### config.mk
export PLATFORM = sky130hd
export DESIGN_NAME = fpnew_top_rv32f_flat
export DESIGN_NICKNAME = d
export VERILOG_FILES = /design/src/rtl/fpnew_pkg.sv /design/src/rtl/fpnew_top_rv32f_if.sv /design/src/rtl/fp32_round.sv /design/src/rtl/fpnew_top_rv32f.sv /design/src/flat_wrapper.sv
export SDC_FILE = /design/constraint.sdc
export NUM_CORES = 1
export LEC_CHECK = 0
export ABC_CLOCK_PERIOD_IN_PS = 19300
export BUFFER_PORTS_ARGS = -buffer_cell sky130_fd_sc_hd__buf_2
export CORE_AREA = 2 2 177 179
export DETAILED_ROUTE_END_ITERATION = 8
export DIE_AREA = 0 0 179 181
export PLACE_DENSITY = 0.73
export RECOVER_POWER = 25
export SLEW_MARGIN = 20
export SYNTH_ARGS = -nofsm -noshare
export SYNTH_HDL_FRONTEND = slang
export SYNTH_SLANG_ARGS = --single-unit
export TNS_END_PERCENT = 20
### constraint.sdc
create_clock -name clk_i -period 19.3 [get_ports clk_i]
set_clock_uncertainty 0.2 [all_clocks]
set_input_delay 2.895 -clock clk_i [delete_from_list [all_inputs] [get_ports clk_i]]
set_output_delay 2.895 -clock clk_i [all_outputs]
set_load 0.05 [all_outputs]
### src/rtl/fpnew_pkg.sv
// fpnew_pkg: shared FP32 types, constants and helpers for the RV32F arithmetic unit
package fpnew_pkg;

    localparam int          FP32_WIDTH = 32;
    localparam int          FP32_BIAS  = 127;
    localparam logic [31:0] FP32_QNAN  = 32'h7FC0_0000;
    localparam logic [30:0] FP32_INF   = 31'h7F80_0000;
    localparam logic [30:0] FP32_MAXF  = 31'h7F7F_FFFF;

    typedef enum logic [2:0] {RNE = 3'd0, RTZ = 3'd1, RDN = 3'd2, RUP = 3'd3, RMM = 3'd4} roundmode_e;

    typedef enum logic [3:0] {
        FMADD, FNMSUB, ADD, MUL, DIV, SQRT, SGNJ, MINMAX,
        CMP, CLASSIFY, F2F, F2I, I2F, CPKAB, CPKCD
    } operation_e;

    typedef enum logic [2:0] {FP32, FP64, FP16, FP8, FP16ALT} fp_format_e;

    typedef enum logic [1:0] {INT8, INT16, INT32, INT64} int_format_e;

    typedef struct packed {
        logic nv;
        logic dz;
        logic of;
        logic uf;
        logic nx;
    } status_t;

    typedef struct packed {
        logic zero;
        logic inf;
        logic nan;
        logic snan;
    } fp_class_t;

    // Subnormals have a zero exponent field and are classified as zero (DAZ).
    function automatic fp_class_t fp_class(input logic [31:0] v);
        fp_class_t c;
        c.zero = v[30:23] == 8'd0;
        c.inf  = (&v[30:23]) & ~(|v[22:0]);
        c.nan  = (&v[30:23]) & (|v[22:0]);
        c.snan = c.nan & ~v[22];
        return c;
    endfunction

    function automatic logic [4:0] lzc27(input logic [26:0] x);
        logic [4:0] n;
        n = 5'd0;
        for (int i = 0; i < 27; i++)
            if (x[i]) n = 5'(26 - i);
        return n;
    endfunction

endpackage

### src/rtl/fpnew_top_rv32f_if.sv
// fpnew_top_rv32f_if: request/response bundle between the FP pipe and the RV32F unit
interface fpnew_top_rv32f_if import fpnew_pkg::*; #(
    parameter int  WIDTH        = FP32_WIDTH,
    parameter int  NUM_OPERANDS = 3,
    parameter type TagType      = logic
) ();

    logic [NUM_OPERANDS-1:0][WIDTH-1:0] operands_i;
    roundmode_e                         rnd_mode_i;
    operation_e                         op_i;
    logic                               op_mod_i;
    fp_format_e                         src_fmt_i;
    fp_format_e                         dst_fmt_i;
    int_format_e                        int_fmt_i;
    logic                               vectorial_op_i;
    TagType                             tag_i;
    logic                               in_valid_i;
    logic                               in_ready_o;
    logic                               flush_i;
    logic [WIDTH-1:0]                   result_o;
    status_t                            status_o;
    TagType                             tag_o;
    logic                               out_valid_o;
    logic                               out_ready_i;
    logic                               busy_o;

    modport master (
        output operands_i, rnd_mode_i, op_i, op_mod_i, src_fmt_i, dst_fmt_i, int_fmt_i,
               vectorial_op_i, tag_i, in_valid_i, flush_i, out_ready_i,
        input  in_ready_o, result_o, status_o, tag_o, out_valid_o, busy_o
    );

    modport slave (
        input  operands_i, rnd_mode_i, op_i, op_mod_i, src_fmt_i, dst_fmt_i, int_fmt_i,
               vectorial_op_i, tag_i, in_valid_i, flush_i, out_ready_i,
        output in_ready_o, result_o, status_o, tag_o, out_valid_o, busy_o
    );

endinterface

### src/rtl/fp32_round.sv
// fp32_round: rounds a normalized significand with guard/round/sticky bits into a binary32 value
module fp32_round import fpnew_pkg::*; (
    input  logic              sign,
    input  logic signed [9:0] exp,
    input  logic [26:0]       man,
    input  roundmode_e        rnd_mode,
    output logic [31:0]       result,
    output logic              of,
    output logic              uf,
    output logic              nx
);

    logic              rs;
    logic              up;
    logic              max_fin;
    logic [24:0]       sum;
    logic signed [9:0] exp_r;
    logic [22:0]       mant;

    // man[26] is the hidden one, man[2] the guard bit, man[1:0] fold into sticky
    always_comb begin
        rs      = man[1] | man[0];
        up      = (rnd_mode == RNE) ? man[2] & (rs | man[3]) :
                  (rnd_mode == RDN) ? sign & (man[2] | rs) :
                  (rnd_mode == RUP) ? ~sign & (man[2] | rs) :
                  (rnd_mode == RMM) ? man[2] : 1'b0;
        sum     = {1'b0, man[26:3]} + 25'(up);
        exp_r   = exp + $signed({9'd0, sum[24]});
        mant    = sum[24] ? sum[23:1] : sum[22:0];
        of      = exp_r >= 10'sd255;
        uf      = ~of & (exp_r < 10'sd1);
        nx      = man[2] | rs | of | uf;
        max_fin = (rnd_mode == RTZ) | ((rnd_mode == RDN) & ~sign) | ((rnd_mode == RUP) & sign);
        result  = of ? {sign, max_fin ? FP32_MAXF : FP32_INF} :
                  uf ? {sign, 31'd0} : {sign, exp_r[7:0], mant};
    end

endmodule

### src/rtl/fpnew_top_rv32f.sv
// fpnew_top_rv32f: RV32F add/sub and mul unit, one registered output stage; FPU_MUL_EN enables MUL
module fpnew_top_rv32f import fpnew_pkg::*; #(
    parameter int  WIDTH        = FP32_WIDTH,
    parameter int  NUM_OPERANDS = 3,
    parameter type TagType      = logic
) (
    input logic              clk_i,
    input logic              rst_i,
    fpnew_top_rv32f_if.slave bus
);

    logic [NUM_OPERANDS-1:0][WIDTH-1:0] ops;
    logic [31:0]       a, b, big, sml;
    fp_class_t         ca, cb;
    logic [7:0]        d;
    logic [50:0]       wide;
    logic [26:0]       big_al, sml_al, add_man;
    logic [27:0]       s;
    logic [4:0]        lz;
    logic signed [9:0] add_exp;
    logic              r_sign;
    logic signed [9:0] r_exp;
    logic [26:0]       r_man;
    logic [31:0]       rnd_res, res;
    logic              rnd_of, rnd_uf, rnd_nx;
    logic              is_mul, op_ok, legal, in_ready, fire;
    status_t           st;
    logic              valid_q;
    logic [WIDTH-1:0]  result_q;
    status_t           status_q;
    TagType            tag_q;

    assign ops = bus.operands_i;
    assign a   = ops[1];
    assign b   = {ops[2][31] ^ bus.op_mod_i, ops[2][30:0]};
    assign ca  = fp_class(a);
    assign cb  = fp_class(b);

    // Adder: align the smaller magnitude with sticky collection, add/subtract, renormalize
    always_comb begin
        big     = (b[30:0] > a[30:0]) ? b : a;
        sml     = (b[30:0] > a[30:0]) ? a : b;
        d       = big[30:23] - sml[30:23];
        wide    = {1'b1, sml[22:0], 27'd0} >> d;
        sml_al  = {wide[50:25], (|wide[24:0]) | (d > 8'd50)};
        big_al  = {1'b1, big[22:0], 3'd0};
        s       = (big[31] ^ sml[31]) ? {1'b0, big_al} - {1'b0, sml_al} : {1'b0, big_al} + {1'b0, sml_al};
        lz      = lzc27(s[26:0]);
        add_man = s[27] ? {s[27:2], |s[1:0]} : s[26:0] << lz;
        add_exp = s[27] ? $signed({2'd0, big[30:23]}) + 10'sd1 : $signed({2'd0, big[30:23]}) - $signed({5'd0, lz});
    end

`ifdef FPU_MUL_EN
    logic [31:0]       x, y;
    fp_class_t         cx, cy;
    logic [47:0]       p;
    logic [26:0]       mul_man;
    logic signed [9:0] mul_exp;
    logic              mul_sign;

    assign x  = ops[0];
    assign y  = ops[1];
    assign cx = fp_class(x);
    assign cy = fp_class(y);

    // Multiplier: exact 24x24 product, one-bit renormalize, rebias the exponent sum
    always_comb begin
        mul_sign = x[31] ^ y[31];
        p        = {1'b1, x[22:0]} * {1'b1, y[22:0]};
        mul_man  = p[47] ? {p[47:22], |p[21:0]} : {p[46:21], |p[20:0]};
        mul_exp  = $signed({2'd0, x[30:23]}) + $signed({2'd0, y[30:23]}) - 10'sd127 + $signed({9'd0, p[47]});
    end

    assign is_mul = bus.op_i == MUL;
    assign op_ok  = (bus.op_i == ADD) | is_mul;
    assign r_sign = is_mul ? mul_sign : big[31];
    assign r_exp  = is_mul ? mul_exp : add_exp;
    assign r_man  = is_mul ? mul_man : add_man;
`else
    logic unused_mul;

    assign unused_mul = ^ops[0];
    assign is_mul     = 1'b0;
    assign op_ok      = bus.op_i == ADD;
    assign r_sign     = big[31];
    assign r_exp      = add_exp;
    assign r_man      = add_man;
`endif

    logic unused_cfg;
    assign unused_cfg = ^{bus.int_fmt_i, bus.vectorial_op_i};

    fp32_round u_round (
        .sign     (r_sign),
        .exp      (r_exp),
        .man      (r_man),
        .rnd_mode (bus.rnd_mode_i),
        .result   (rnd_res),
        .of       (rnd_of),
        .uf       (rnd_uf),
        .nx       (rnd_nx)
    );

    assign legal = op_ok & (bus.src_fmt_i == FP32) & (bus.dst_fmt_i == FP32);

    // Special-operand overrides on top of the rounded datapath result
    always_comb begin
        res = rnd_res;
        st  = '{nv: 1'b0, dz: 1'b0, of: rnd_of, uf: rnd_uf, nx: rnd_nx};
        if (!legal) begin
            res = FP32_QNAN;
            st  = '{nv: 1'b1, default: 1'b0};
        end
`ifdef FPU_MUL_EN
        else if (is_mul) begin
            if (cx.nan | cy.nan) begin
                res = FP32_QNAN;
                st  = '{nv: cx.snan | cy.snan, default: 1'b0};
            end else if ((cx.inf & cy.zero) | (cx.zero & cy.inf)) begin
                res = FP32_QNAN;
                st  = '{nv: 1'b1, default: 1'b0};
            end else if (cx.inf | cy.inf) begin
                res = {mul_sign, FP32_INF};
                st  = '0;
            end else if (cx.zero | cy.zero) begin
                res = {mul_sign, 31'd0};
                st  = '0;
            end
        end
`endif
        else if (ca.nan | cb.nan) begin
            res = FP32_QNAN;
            st  = '{nv: ca.snan | cb.snan, default: 1'b0};
        end else if (ca.inf & cb.inf & (a[31] ^ b[31])) begin
            res = FP32_QNAN;
            st  = '{nv: 1'b1, default: 1'b0};
        end else if (ca.inf | cb.inf) begin
            res = ca.inf ? a : b;
            st  = '0;
        end else if (ca.zero & cb.zero) begin
            res = {(a[31] == b[31]) ? a[31] : (bus.rnd_mode_i == RDN), 31'd0};
            st  = '0;
        end else if (ca.zero | cb.zero) begin
            res = ca.zero ? b : a;
            st  = '0;
        end else if (s == 28'd0) begin
            res = {bus.rnd_mode_i == RDN, 31'd0};
            st  = '0;
        end
    end

    assign in_ready        = bus.out_ready_i | ~valid_q;
    assign fire            = bus.in_valid_i & in_ready & ~bus.flush_i;
    assign bus.in_ready_o  = in_ready;
    assign bus.out_valid_o = valid_q;
    assign bus.busy_o      = valid_q;
    assign bus.result_o    = result_q;
    assign bus.status_o    = status_q;
    assign bus.tag_o       = tag_q;

    // Output stage: load on accepted op, hold under backpressure, flush drops in-flight and same-cycle ops
    always_ff @(posedge clk_i) begin
        if (rst_i) begin
            valid_q  <= 1'b0;
            result_q <= '0;
            status_q <= '0;
            tag_q    <= '0;
        end else begin
            if (in_ready | bus.flush_i) valid_q <= fire;
            if (fire) begin
                result_q <= res;
                status_q <= st;
                tag_q    <= bus.tag_i;
            end
        end
    end

endmodule

### src/flat_wrapper.sv
// flat-port wrapper written by rule: the top's interface ports become plain ports
module fpnew_top_rv32f_flat import fpnew_pkg::*;
#(
    parameter int  WIDTH        = FP32_WIDTH,
    parameter int  NUM_OPERANDS = 3,
    parameter type TagType      = logic
)
  (clk_i, rst_i, bus_operands_i, bus_rnd_mode_i, bus_op_i, bus_op_mod_i, bus_src_fmt_i, bus_dst_fmt_i, bus_int_fmt_i, bus_vectorial_op_i, bus_tag_i, bus_in_valid_i, bus_flush_i, bus_out_ready_i, bus_in_ready_o, bus_result_o, bus_status_o, bus_tag_o, bus_out_valid_o, bus_busy_o);
  fpnew_top_rv32f_if #(.WIDTH(WIDTH), .NUM_OPERANDS(NUM_OPERANDS), .TagType(TagType)) bus_i ();
  input logic clk_i;
  input logic rst_i;
  input wire logic [$bits(bus_i.operands_i)-1:0] bus_operands_i;
  input wire logic [$bits(bus_i.rnd_mode_i)-1:0] bus_rnd_mode_i;
  input wire logic [$bits(bus_i.op_i)-1:0] bus_op_i;
  input wire logic [$bits(bus_i.op_mod_i)-1:0] bus_op_mod_i;
  input wire logic [$bits(bus_i.src_fmt_i)-1:0] bus_src_fmt_i;
  input wire logic [$bits(bus_i.dst_fmt_i)-1:0] bus_dst_fmt_i;
  input wire logic [$bits(bus_i.int_fmt_i)-1:0] bus_int_fmt_i;
  input wire logic [$bits(bus_i.vectorial_op_i)-1:0] bus_vectorial_op_i;
  input wire logic [$bits(bus_i.tag_i)-1:0] bus_tag_i;
  input wire logic [$bits(bus_i.in_valid_i)-1:0] bus_in_valid_i;
  input wire logic [$bits(bus_i.flush_i)-1:0] bus_flush_i;
  input wire logic [$bits(bus_i.out_ready_i)-1:0] bus_out_ready_i;
  output wire logic [$bits(bus_i.in_ready_o)-1:0] bus_in_ready_o;
  output wire logic [$bits(bus_i.result_o)-1:0] bus_result_o;
  output wire logic [$bits(bus_i.status_o)-1:0] bus_status_o;
  output wire logic [$bits(bus_i.tag_o)-1:0] bus_tag_o;
  output wire logic [$bits(bus_i.out_valid_o)-1:0] bus_out_valid_o;
  output wire logic [$bits(bus_i.busy_o)-1:0] bus_busy_o;
  assign bus_i.operands_i = bus_operands_i;
  assign bus_i.rnd_mode_i = bus_rnd_mode_i;
  assign bus_i.op_i = bus_op_i;
  assign bus_i.op_mod_i = bus_op_mod_i;
  assign bus_i.src_fmt_i = bus_src_fmt_i;
  assign bus_i.dst_fmt_i = bus_dst_fmt_i;
  assign bus_i.int_fmt_i = bus_int_fmt_i;
  assign bus_i.vectorial_op_i = bus_vectorial_op_i;
  assign bus_i.tag_i = bus_tag_i;
  assign bus_i.in_valid_i = bus_in_valid_i;
  assign bus_i.flush_i = bus_flush_i;
  assign bus_i.out_ready_i = bus_out_ready_i;
  assign bus_in_ready_o = bus_i.in_ready_o;
  assign bus_result_o = bus_i.result_o;
  assign bus_status_o = bus_i.status_o;
  assign bus_tag_o = bus_i.tag_o;
  assign bus_out_valid_o = bus_i.out_valid_o;
  assign bus_busy_o = bus_i.busy_o;
  fpnew_top_rv32f #(.WIDTH(WIDTH), .NUM_OPERANDS(NUM_OPERANDS), .TagType(TagType)) u_core (.clk_i(clk_i), .rst_i(rst_i), .bus(bus_i));
endmodule
==> results.sh <==
export IMPL_wl_per_cell_um=25.0
export IMPL_finalNetCount=2473
export IMPL_synth_edf_count=0
export IMPL_area_delta_synth_final_pct=8.52
export IMPL_layout_drive_gt1_share=0.139
export IMPL_drt_initial_drc_count=2996
export IMPL_peakVddDrop_v=0.0000452
export IMPL_vias_per_cell=7.11
export IMPL_power_leakage_nw=6.44
export IMPL_layout_cells_non_filler=2660
export IMPL_max_freq_ghz=0.0547
export IMPL_dpl_hpwl_um=52000
export IMPL_async_reset_ff_frac=0
export IMPL_initial_utilization=0.476
export IMPL_drt_total_wl_um=66400
export IMPL_slowest_stage="or4_1"
export IMPL_hold_viol=0
export IMPL_tns_ns=0
export IMPL_netlist_instances=2202
export IMPL_synthFlopType="dfxtp_1"
export IMPL_critPathTopFamily="simple AND/OR/NAND/NOR gates"
export IMPL_clkPwrFrac=0.063
export IMPL_drt_first_pass_iters=9
export IMPL_die_area_um2=32400
export IMPL_tightest_slew_ns=1.07
export IMPL_rsz0062_at_grt="no"
export IMPL_grt_total_usage=0.396
export IMPL_rows=64
export IMPL_crit_path_max_incr_delay_ns=0.76
export IMPL_internal_power_mw=0.530
export IMPL_gp_congestion=1.07
export IMPL_crit_fanout=13
export IMPL_synth_nets=2412
export IMPL_n_antenna_cell=0
export IMPL_remaining_drc_errors=0
export IMPL_grt_pass1_vias=17300
export IMPL_relSlewSlack=0.265
export IMPL_worstHoldStart="u_core.bus.tag_o"
export IMPL_antenna_left=0
export IMPL_grt_pass1_wl_um=101000
export IMPL_numCtsBuffers=5
export IMPL_status="finished clean"
export IMPL_maxCapViolations=0
export IMPL_io_buffers=123
export IMPL_fin_crit_sh=0.947
export IMPL_grt_ovfl_total=0
export IMPL_clock_latency_ns=0.28
export IMPL_num_vias=18900
export IMPL_cts_tree="built"
export IMPL_ios=160
export IMPL_cp_buffers_inverters=10
export IMPL_fp_dieW_um=179
export IMPL_r2r_start="u_core.bus.busy_o"
export IMPL_synthDistinctLibCells=106
export IMPL_p_switching_mw=0.806
export IMPL_grt_max_degree=102
export IMPL_die_y_um=181
export IMPL_worstSetupStartpointType="input port"
export IMPL_yosysSeqAreaShare=0.0526
export IMPL_pwr_share_comb=0.875
export IMPL_dp_cells=2652
export IMPL_crit_arrival_ns=18.30
export IMPL_worstSetupPathType="input port to flop"
export IMPL_hold_class="flop to flop"
export IMPL_p_sw_frac=0.603
export IMPL_antenna_found_initial=0
export IMPL_worstSetupEndpointType="flop"
export IMPL_cp_startpoint="bus_operands_i[58]"
export IMPL_root_buffer="clkbuf_16"
export IMPL_htreeDepth=2
export IMPL_core_um2=30300
export IMPL_syn_mean_instance_area_um2=6.56
export IMPL_finalSetupViolCount=0
export IMPL_final_max_slew_viol_count=0
export IMPL_critPathRequiredTime_ns=19.32
export IMPL_fin_crit_ns=18.28
export IMPL_pwr_share_seq=0.061
export IMPL_powerDensity_nw_per_um2=85.1
export IMPL_synth_seq_cells=38
export IMPL_clk_pin_slew_ns=0.06
export IMPL_cts_sinks=38
export IMPL_clk_path_buf_depth=2
export IMPL_syn_area_um2=14500
export IMPL_synth_warnings=0
final timing paths:
path                                                 to  slack (ns)  depth (start not counted)
worst max-delay path            u_core.bus.result_o[19]        1.02                         57
worst min-delay path                   u_core.bus.tag_o        0.26                          2
worst max register to register   u_core.bus.result_o[1]       15.98                         10
worst min register to register         u_core.bus.tag_o        0.26                          2
registers in the layout (all words and copies together), names as in the netlist:
name / cells
u_core.bus.tag_o: 1
u_core.bus.busy_o: 1
u_core.bus.result_o: 32
u_core.bus.status_o: 4
per-layer routing:
| layer | GRT usage | part of all wire |
|---|---|---|
| met1 | 0.530 | 0.39 |
| met2 | 0.609 | 0.43 |
| met3 | 0.0831 | 0.12 |
| met4 | 0.169 | 0.052 |
| met5 | 0 | 0 |
cell families (layout without fill, tap and decap cells):
logic type / count (synthesis) / in the layout / synth area share
buffers and inverters: 256 / 318 / 0.0771
AND/OR/NAND/NOR: 865 / 865 / 0.303
flip-flops: 38 / 38 / 0.0526
AO/OA/AOI/OAI: 793 / 793 / 0.368
other: 1 / 1 / 0.000260
adder cells (fa/ha/maj): 91 / 91 / 0.0798
XOR/XNOR: 51 / 51 / 0.0309
multiplexers: 107 / 107 / 0.0884
power groups by stage:
stage | clock, mW | combinational, mW | sequential [mW]
finish | 0.0844 | 1.17 | 0.0819
global route | 0.0879 | 1.24 | 0.0821
CTS | 0.0836 | 1.12 | 0.0818
detailed placement | 0 | 1.11 | 0.0835
global placement | 0 | 1.10 | 0.0834
floorplan | 0 | 0.755 | 0.0907
cells in the final DEF (no fill, tap or decap), types with 30 or more instances in the layout:
cell type,n
nand4_1,30
nor4_1,38
a21o_1,32
mux2i_1,62
inv_1,98
buf_2,104
nand2_1,200
dfxtp_1,38
nor2_1,227
a211oi_1,41
a31oi_1,33
buf_4,85
ha_1,88
a21oi_1,202
mux2_2,30
or3_1,33
nor3_1,92
nand3_1,54
o21ai_0,154
tightest hold or removal path, cell delays in order (launching register included):
cell and delay (ns):
dfxtp_1 0.31, nand2_1 0.05, a21oi_1 0.05
metrics by stage:
step	setup slack, ns	utilization	power [mW]	instance area, um2	hold slack [ns]
after floorplan	1.65	-	0.846	14500	0.462
after global placement	1.37	0.512	1.19	15500	0.243
after detailed placement	1.15	0.512	1.20	15500	0.247
after CTS	1.38	0.517	1.28	15700	0.258
after global routing	0.176	0.517	1.41	15700	0.283
final	1.02	0.517	1.34	15700	0.260
layout make-up:
type	instances	area (um2)
clock inverter	2	12.5
sequential	38	761
timing repair buffer	209	1250
fill	3109	14700
inverter	101	382
clock buffer	6	139
multi-input combinational	1908	12600
tap	396	495
synth_stat cells (all sizes together), types with 14 or more instances:
library cell | number | area share
clkbuf | 95 | 0.025
or2 | 26 | 0.011
xor2 | 22 | 0.013
a2111oi | 29 | 0.019
nor3 | 92 | 0.032
inv | 99 | 0.026
o22ai | 26 | 0.011
a31oi | 33 | 0.014
and3 | 26 | 0.011
and2 | 25 | 0.011
nand4 | 30 | 0.013
xnor2 | 29 | 0.018
a22oi | 27 | 0.014
o211ai | 25 | 0.013
a221oi | 14 | 0.0085
a211oi | 45 | 0.025
a21o | 32 | 0.017
or3 | 33 | 0.014
nor2b | 28 | 0.012
mux2 | 32 | 0.025
nand2b | 25 | 0.011
nor2 | 231 | 0.061
nand2 | 202 | 0.053
o21ai | 166 | 0.057
nand3 | 55 | 0.019
buf | 60 | 0.026
o31ai | 15 | 0.0081
ha | 89 | 0.077
mux2i | 63 | 0.045
a21oi | 204 | 0.071
o21a | 23 | 0.012
nor4 | 47 | 0.027
o221ai | 14 | 0.0085
dfxtp | 38 | 0.053
repair_timing:
| item | 4_1_cts | 5_1_grt |
|---|---|---|
| hold buffers | 0 | 0 |
| endpoints found under the setup margin | 0 | 1 |
| resized for setup | 0 | 1 |
| buffers inserted | 0 | 0 |
| endpoints found under the hold margin | 0 | 0 |
(Power assumes the default switching activity.)
